--- config.mk ---
export PLATFORM = sky130hd
export DESIGN_NAME = store_data_packer_flat
export DESIGN_NICKNAME = d
export VERILOG_FILES = /design/src/rtl/store_data_packer_if.sv /design/src/rtl/store_data_packer.sv /design/src/flat_wrapper.sv
export SDC_FILE = /design/constraint.sdc
export NUM_CORES = 1
export LEC_CHECK = 0
export BUFFER_PORTS_ARGS = -buffer_cell sky130_fd_sc_hd__clkbuf_2
export CORE_ASPECT_RATIO = 0.8
export CORE_MARGIN = 2
export CORE_UTILIZATION = 49
export CTS_BUF_LIST = sky130_fd_sc_hd__clkbuf_16
export DETAILED_ROUTE_END_ITERATION = 10
export PLACE_DENSITY_LB_ADDON = 0.12
export SKIP_LAST_GASP = 1
export SYNTH_ARGS = -nofsm -noshare
export SYNTH_HDL_FRONTEND = slang
export SYNTH_SLANG_ARGS = --single-unit
export TNS_END_PERCENT = 1
--- constraint.sdc ---
create_clock -name clk -period 1.9 [get_ports clk]
set_input_delay 0.285 -clock clk [delete_from_list [all_inputs] [get_ports clk]]
set_output_delay 0.285 -clock clk [all_outputs]
set_load 0.005 [all_outputs]
--- src/rtl/store_data_packer_if.sv ---
// rtl/store_data_packer_if.sv - store request and memory write-beat bundle for store_data_packer
//
// Purpose: groups the store-request handshake, the data-memory write-port
// handshake and the status pulses of store_data_packer into one bundle.
// Ports/signals:
//   req_valid/req_ready                 store request handshake
//   req_addr/req_data/req_size          byte address, rs2 value, size (00 SB, 01 SH, 10 SW, 11 illegal)
//   mem_valid/mem_ready                 memory write beat handshake
//   mem_addr/mem_wdata/mem_be           word-aligned beat address, lane-positioned data, byte enables
//   done/misalign/err                   one-cycle status pulses
// Modports:
//   master  environment side (issues requests, acts as the memory)
//   slave   packer side
interface store_data_packer_if #(
    parameter int DATA_WIDTH = 32,
    parameter int ADDR_WIDTH = 32
);
    logic                  req_valid;
    logic                  req_ready;
    logic [ADDR_WIDTH-1:0] req_addr;
    logic [DATA_WIDTH-1:0] req_data;
    logic [1:0]            req_size;
    logic                  mem_valid;
    logic                  mem_ready;
    logic [ADDR_WIDTH-1:0] mem_addr;
    logic [DATA_WIDTH-1:0] mem_wdata;
    logic [3:0]            mem_be;
    logic                  done;
    logic                  misalign;
    logic                  err;

    modport master (
        output req_valid, req_addr, req_data, req_size, mem_ready,
        input  req_ready, mem_valid, mem_addr, mem_wdata, mem_be, done, misalign, err
    );

    modport slave (
        input  req_valid, req_addr, req_data, req_size, mem_ready,
        output req_ready, mem_valid, mem_addr, mem_wdata, mem_be, done, misalign, err
    );
endinterface

--- src/rtl/store_data_packer.sv ---
// rtl/store_data_packer.sv - MEM-stage store narrowing, lane placement and word-boundary split
//
// Purpose: narrows a register value to byte/half/word, shifts it onto the
// addressed byte lanes with matching byte enables, and splits stores that
// cross a word boundary into two aligned memory beats.
// Ports:
//   clk   rising-edge clock
//   rst   synchronous active-high reset
//   bus   store_data_packer_if.slave (request handshake, memory write port,
//         done/misalign/err pulses)
module store_data_packer #(
    parameter int DATA_WIDTH = 32,
    parameter int ADDR_WIDTH = 32
) (
    input  logic                clk,
    input  logic                rst,
    store_data_packer_if.slave  bus
);

    typedef enum logic [1:0] {
        IDLE  = 2'd0,
        BEAT0 = 2'd1,
        BEAT1 = 2'd2
    } state_t;

    state_t state;
    state_t state_next;

    // Control strobes from the FSM
    logic load0;
    logic load1;
    logic finish;
    logic raise_err;

    // Lane computation on the incoming request
    logic [1:0]              off;
    logic [3:0]              mask;
    logic [7:0]              be8;
    logic [DATA_WIDTH-1:0]   trunc;
    logic [2*DATA_WIDTH-1:0] d64;
    logic [ADDR_WIDTH-1:0]   addr0;
    logic [ADDR_WIDTH-1:0]   addr1;
    logic                    split_now;
    logic                    size_ok;

    // Registered beat fields; beat1 is captured at accept and swapped in later
    logic [ADDR_WIDTH-1:0] addr_q;
    logic [DATA_WIDTH-1:0] wdata_q;
    logic [3:0]            be_q;
    logic [ADDR_WIDTH-1:0] b1_addr_q;
    logic [DATA_WIDTH-1:0] b1_wdata_q;
    logic [3:0]            b1_be_q;
    logic                  split_q;
    logic                  done_q;
    logic                  misalign_q;
    logic                  err_q;

    assign off     = bus.req_addr[1:0];
    assign size_ok = (bus.req_size != 2'b11);

    always_comb begin
        mask  = 4'b0000;
        trunc = '0;
        case (bus.req_size)
            2'b00: begin
                mask  = 4'b0001;
                trunc = {{(DATA_WIDTH-8){1'b0}}, bus.req_data[7:0]};
            end
            2'b01: begin
                mask  = 4'b0011;
                trunc = {{(DATA_WIDTH-16){1'b0}}, bus.req_data[15:0]};
            end
            2'b10: begin
                mask  = 4'b1111;
                trunc = bus.req_data;
            end
            default: begin
                mask  = 4'b0000;
                trunc = '0;
            end
        endcase
    end

    // Shifting across a double-width window lets the spill-over into the
    // next word fall out naturally as the upper half.
    assign be8       = {4'b0000, mask} << off;
    assign d64       = {{DATA_WIDTH{1'b0}}, trunc} << {off, 3'b000};
    assign split_now = |be8[7:4];
    assign addr0     = {bus.req_addr[ADDR_WIDTH-1:2], 2'b00};
    assign addr1     = addr0 + ADDR_WIDTH'(4);

    always_ff @(posedge clk) begin
        if (rst) begin
            state <= IDLE;
        end else begin
            state <= state_next;
        end
    end

    always_comb begin
        state_next = state;
        load0      = 1'b0;
        load1      = 1'b0;
        finish     = 1'b0;
        raise_err  = 1'b0;
        case (state)
            IDLE: begin
                if (bus.req_valid) begin
                    if (size_ok) begin
                        state_next = BEAT0;
                        load0      = 1'b1;
                    end else begin
                        raise_err  = 1'b1;
                    end
                end
            end
            BEAT0: begin
                if (bus.mem_ready) begin
                    if (split_q) begin
                        state_next = BEAT1;
                        load1      = 1'b1;
                    end else begin
                        state_next = IDLE;
                        finish     = 1'b1;
                    end
                end
            end
            BEAT1: begin
                if (bus.mem_ready) begin
                    state_next = IDLE;
                    finish     = 1'b1;
                end
            end
            default: begin
                state_next = IDLE;
            end
        endcase
    end

    always_ff @(posedge clk) begin
        if (rst) begin
            addr_q     <= '0;
            wdata_q    <= '0;
            be_q       <= 4'b0000;
            b1_addr_q  <= '0;
            b1_wdata_q <= '0;
            b1_be_q    <= 4'b0000;
            split_q    <= 1'b0;
            done_q     <= 1'b0;
            misalign_q <= 1'b0;
            err_q      <= 1'b0;
        end else begin
            done_q     <= finish;
            err_q      <= raise_err;
            misalign_q <= load0 && split_now;
            if (load0) begin
                addr_q     <= addr0;
                wdata_q    <= d64[DATA_WIDTH-1:0];
                be_q       <= be8[3:0];
                b1_addr_q  <= addr1;
                b1_wdata_q <= d64[2*DATA_WIDTH-1:DATA_WIDTH];
                b1_be_q    <= be8[7:4];
                split_q    <= split_now;
            end else if (load1) begin
                addr_q  <= b1_addr_q;
                wdata_q <= b1_wdata_q;
                be_q    <= b1_be_q;
            end else if (finish) begin
                // Idle bus shows no enabled lanes and no stale data
                addr_q  <= '0;
                wdata_q <= '0;
                be_q    <= 4'b0000;
            end
        end
    end

    assign bus.req_ready = (state == IDLE);
    assign bus.mem_valid = (state == BEAT0) || (state == BEAT1);
    assign bus.mem_addr  = addr_q;
    assign bus.mem_wdata = wdata_q;
    assign bus.mem_be    = be_q;
    assign bus.done      = done_q;
    assign bus.misalign  = misalign_q;
    assign bus.err       = err_q;

endmodule

--- src/flat_wrapper.sv ---
// flat-port wrapper written by rule: the top's interface ports become plain ports
module store_data_packer_flat 
#(
    parameter int DATA_WIDTH = 32,
    parameter int ADDR_WIDTH = 32
)
  (clk, rst, bus_req_valid, bus_req_addr, bus_req_data, bus_req_size, bus_mem_ready, bus_req_ready, bus_mem_valid, bus_mem_addr, bus_mem_wdata, bus_mem_be, bus_done, bus_misalign, bus_err);
  store_data_packer_if #(.DATA_WIDTH(DATA_WIDTH), .ADDR_WIDTH(ADDR_WIDTH)) bus_i ();
  input  logic clk;
  input  logic rst;
  input wire logic [$bits(bus_i.req_valid)-1:0] bus_req_valid;
  input wire logic [$bits(bus_i.req_addr)-1:0] bus_req_addr;
  input wire logic [$bits(bus_i.req_data)-1:0] bus_req_data;
  input wire logic [$bits(bus_i.req_size)-1:0] bus_req_size;
  input wire logic [$bits(bus_i.mem_ready)-1:0] bus_mem_ready;
  output wire logic [$bits(bus_i.req_ready)-1:0] bus_req_ready;
  output wire logic [$bits(bus_i.mem_valid)-1:0] bus_mem_valid;
  output wire logic [$bits(bus_i.mem_addr)-1:0] bus_mem_addr;
  output wire logic [$bits(bus_i.mem_wdata)-1:0] bus_mem_wdata;
  output wire logic [$bits(bus_i.mem_be)-1:0] bus_mem_be;
  output wire logic [$bits(bus_i.done)-1:0] bus_done;
  output wire logic [$bits(bus_i.misalign)-1:0] bus_misalign;
  output wire logic [$bits(bus_i.err)-1:0] bus_err;
  assign bus_i.req_valid = bus_req_valid;
  assign bus_i.req_addr = bus_req_addr;
  assign bus_i.req_data = bus_req_data;
  assign bus_i.req_size = bus_req_size;
  assign bus_i.mem_ready = bus_mem_ready;
  assign bus_req_ready = bus_i.req_ready;
  assign bus_mem_valid = bus_i.mem_valid;
  assign bus_mem_addr = bus_i.mem_addr;
  assign bus_mem_wdata = bus_i.mem_wdata;
  assign bus_mem_be = bus_i.mem_be;
  assign bus_done = bus_i.done;
  assign bus_misalign = bus_i.misalign;
  assign bus_err = bus_i.err;
  store_data_packer #(.DATA_WIDTH(DATA_WIDTH), .ADDR_WIDTH(ADDR_WIDTH)) u_core (.clk(clk), .rst(rst), .bus(bus_i));
endmodule
==> run metrics <==
outcome=complete, no violations; fmax=between 500 and 600 MHz; clock share of power=a little over two fifths; asr flop ratio synth=0%; CTS Root Cell=clkbuf_16; Worst Hold Path Cells=3; Hold WC Path Type=primary input to flop; Synth Warn #=0; Seq pwr share=38.6%; Worst Hold End=u_core.bus.mem_wdata[1]; Filler cells=1028; P_sw=~2.2 mW; CP required=about 2.2 ns; combinational power share=19.5%; crit-path leading delay family=compound AO/OA/AOI/OAI gates; CTS tree=built; drt initial violations=a little over 600; peak supply drop=between 600 and 700 µV; clock skew=approximately 0.0066 ns; power density cells=1000 mW/mm²; area delta synth->final=32.1%; die area=around 0.013 mm²; flop2flop setup slack=roughly 0.053 ns; Clock transition at path regs=~0.060 ns; Final Util=66.0%; GRT Overall Usage=between 20% and 30%; top_reg_cell synth=dfxtp_1; Longest Clk Path Bufs=2; vias in the first global route=about 5700; CP Launch Type=flop; largest net degree at the start of global routing=62; worst slack, placed=-0.329 ns; worst flop-to-flop path endpoint=u_core.bus.mem_wdata[11]; r2r worst-path depth=8; count of different cell masters after synthesis=50; Int Pwr=approximately 5.8 mW; Static Leakage=between 3 and 4 nW; Clock Latency Late Sink=0.42 ns; DR pass1 iterations=5; gpl congestion=around 1; via count=roughly 6300; WL per Instance=roughly 19 µm; Final Routed Wirelength=about 20000 µm; multi-input logic area=0.00323 mm²; CTS H-tree depth=4; Diodes inserted=0; Yosys reg bits=between 100 and 150; grt ovf=0; total CTS buffers=17; cell taking the most area after synthesis=dfxtp_1; cells after synthesis=between 700 and 800; Setup crit end kind=flop; TritonCTS Sinks=129; Die Y=around 100 µm; layout cells sized above 1=a little under a third; vias per cell=a little over 6; hold_buf cts=0; critical path buffer and inverter count=3; Fin Hold WS=about 0.14 ns; RR Startpoint=u_core.state[1]; period utilization=between 90% and 100%; Boundary Pins=about 140; # DRC=0; register area share after synthesis=between 40% and 50%; max-slew violations=0; Min-Delay Startpoint=bus_req_data[1]; slowest stage delay, CP=0.36 ns; Max-Cap Viols=0; initial antenna violation count=0; Mapped Area=a little over 0.006 mm²; Fin. Hold Viols=0; core box area=approximately 0.012 mm²; fin nets=roughly 960; top cell type's share of synthesized area=around 43%; CP Cell Sequence=inv_2 -> ha_4 -> o21a_1 -> o21ai_4 -> buf_12 -> buf_4 -> a221oi_1 -> nor3_1; die width=approximately 130 µm; first-pass GRT wire length=between 30000 and 40000 µm; top post-synthesis cells by area=dfxtp_1, a221oi_1, nor2_1, a22oi_1, a211oi_1; DP HPWL=between 10000 and 15000 µm; floorplan row count=36; Slew @ Worst Pin=~1.1 ns; IO Port Bufs=140; FF+latch area=approximately 0.0026 mm²; Post-synth EDFFs=0; Worst Path Class, Setup=flop to flop; Worst Path Arrival=2.12 ns; worst-path cell with the longest stage delay=a221oi_1; Worst Path Max Fanout=8; final worst setup slack=0.0532 ns; Synth Area per Inst=8.59 µm²; minimum clock period=approximately 1.8 ns; starting density of the core=50.0%; switch share=27.6%; Setup Viol. Count Final=0; Slew HR=27.4%; antenna-violating nets left=0
-- how the worst max path moves through the flow --
stage / startpoint / endpoint / slack, ns / cells after the start
floorplan: bus_req_size[0] / u_core.bus.mem_wdata[30] / 0.03 / 9
global placement: bus_req_size[0] / u_core.bus.mem_wdata[30] / -0.33 / 8
detailed placement: bus_req_size[0] / u_core.bus.mem_wdata[27] / -0.33 / 8
CTS: u_core.state[1] / u_core.bus.mem_addr[28] / -0.06 / 7
global route: u_core.state[0] / u_core.bus.mem_be[2] / -0.01 / 9
finish: u_core.state[1] / u_core.bus.mem_wdata[11] / 0.05 / 8
-- Yosys cell counts (2+ instances only) --
library cell  count
buf_1             9
a311oi_1          2
and2_1            3
o21ai_0          12
nand2_1          46
a21oi_1          42
nand2b_1          7
mux2i_1           4
buf_4             2
nor3_1           46
nor2_1           93
inv_1            14
a22o_1            8
mux2_2            9
dfxtp_1         129
nor4_1            3
or3_1             3
a32o_1            7
nor2b_1           2
and4_1            4
a31oi_1           2
ha_1             10
xor2_1            6
a221oi_1         48
clkbuf_1         51
nand3_1          10
a211oi_1         37
a22oi_1          40
nand4_1           4
xnor2_1          19
a21boi_0          2
and3_1            7
nor3_2            7
-- worst register-to-register path, stage by stage (launching register included) --
cell      delay (ns)
dfxtp_2         0.35
inv_2           0.07
ha_4            0.27
o21a_1          0.16
o21ai_4         0.08
buf_12          0.15
buf_4           0.16
a221oi_1        0.36
nor3_1          0.10
-- cell usage in the layout (no fill, tap or decap), types with 3 or more instances in the layout --
| cell type | count |
|---|---|
| nand2_1 | 46 |
| o21ai_0 | 12 |
| or3_1 | 3 |
| nor3_1 | 46 |
| clkbuf_2 | 139 |
| clkinv_2 | 3 |
| ha_1 | 7 |
| a21oi_1 | 42 |
| dfxtp_1 | 127 |
| nor4_1 | 3 |
| and3_1 | 6 |
| buf_12 | 3 |
| nand4_1 | 4 |
| mux2i_1 | 4 |
| nand3_1 | 10 |
| a32o_1 | 7 |
| a22oi_1 | 40 |
| and4_1 | 4 |
| xor2_1 | 6 |
| nor2_1 | 93 |
| inv_1 | 16 |
| nand2b_1 | 7 |
| nor3_2 | 7 |
| bufinv_16 | 4 |
| a221oi_1 | 46 |
| xnor2_1 | 19 |
| clkbuf_16 | 19 |
| buf_4 | 68 |
| mux2_2 | 9 |
| a22o_1 | 8 |
| a211oi_1 | 37 |
-- repair_timing --
| item | CTS | global route |
|---|---|---|
| gates resized for setup | 1 | 14 |
| pin swaps | 0 | 3 |
| cloned | 0 | 2 |
| buffers inserted | 0 | 1 |
| endpoints found under the setup margin | 11 | 62 |
-- power groups by stage --
stage / Clock, mW / Combinational [mW] / Sequential, mW
floorplan: 0 / 0.831 / 3.12
global placement: 0 / 1.44 / 3.13
detailed placement: 0 / 1.48 / 3.14
CTS: 3.41 / 1.49 / 3.08
global route: 3.52 / 1.71 / 3.12
finish: 3.36 / 1.56 / 3.10
-- flip-flops by register name, summed over array words and instances, names as in the netlist, 2 cells and up --
register	flops
u_core.b1_addr_q	30
u_core.b1_be_q	3
u_core.b1_wdata_q	24
u_core.bus.mem_wdata	32
u_core.bus.mem_be	4
u_core.bus.mem_addr	30
u_core.state	2
-- cell families (layout without fill, tap and decap cells) --
group           after synthesis  count (layout)  synth area share (%)
fa+ha+maj                    10              10                  2.07
flops                       129             129                  42.7
mux                          13              13                  2.34
xor+xnor                     25              25                  3.62
compound gates              208             208                  25.1
buf+inv                      77             259                  5.02
other cells                   1               2                0.0619
simple gates                242             242                  19.1
-- layout make-up --
cell class                 instances  area share, %
sequential                       129           32.4
multi-input combinational        500           40.5
inverter                          14          0.657
timing repair buffer             213           16.6
tap                              152           2.38
clock inverter                    15           2.22
clock buffer                      17           5.32
-- per-stage QoR --
stage	instances	power [mW]	setup TNS (ns)	cell area, µm²
detailed placement	1005	4.62	-9.16	7270
CTS	1037	7.98	-0.0774	7870
global placement	1005	4.57	-6.37	7270
floorplan	706	3.95	0	6060
finish	1040	8.02	0	8000
global route	1040	8.35	-0.0171	8000
-- routing by layer --
| layer | global-route usage, % | up-vias | wire, µm |
|---|---|---|---|
| met5 | 0 | - | 0 |
| met4 | 10.3 | 0 | 244 |
| met3 | 7.51 | 27 | 1940 |
| met2 | 42.1 | 288 | 8600 |
| met1 | 43.0 | 3033 | 9170 |
| li1 | - | 2955 | - |
No activity file was read; power rests on OpenSTA's default activity.
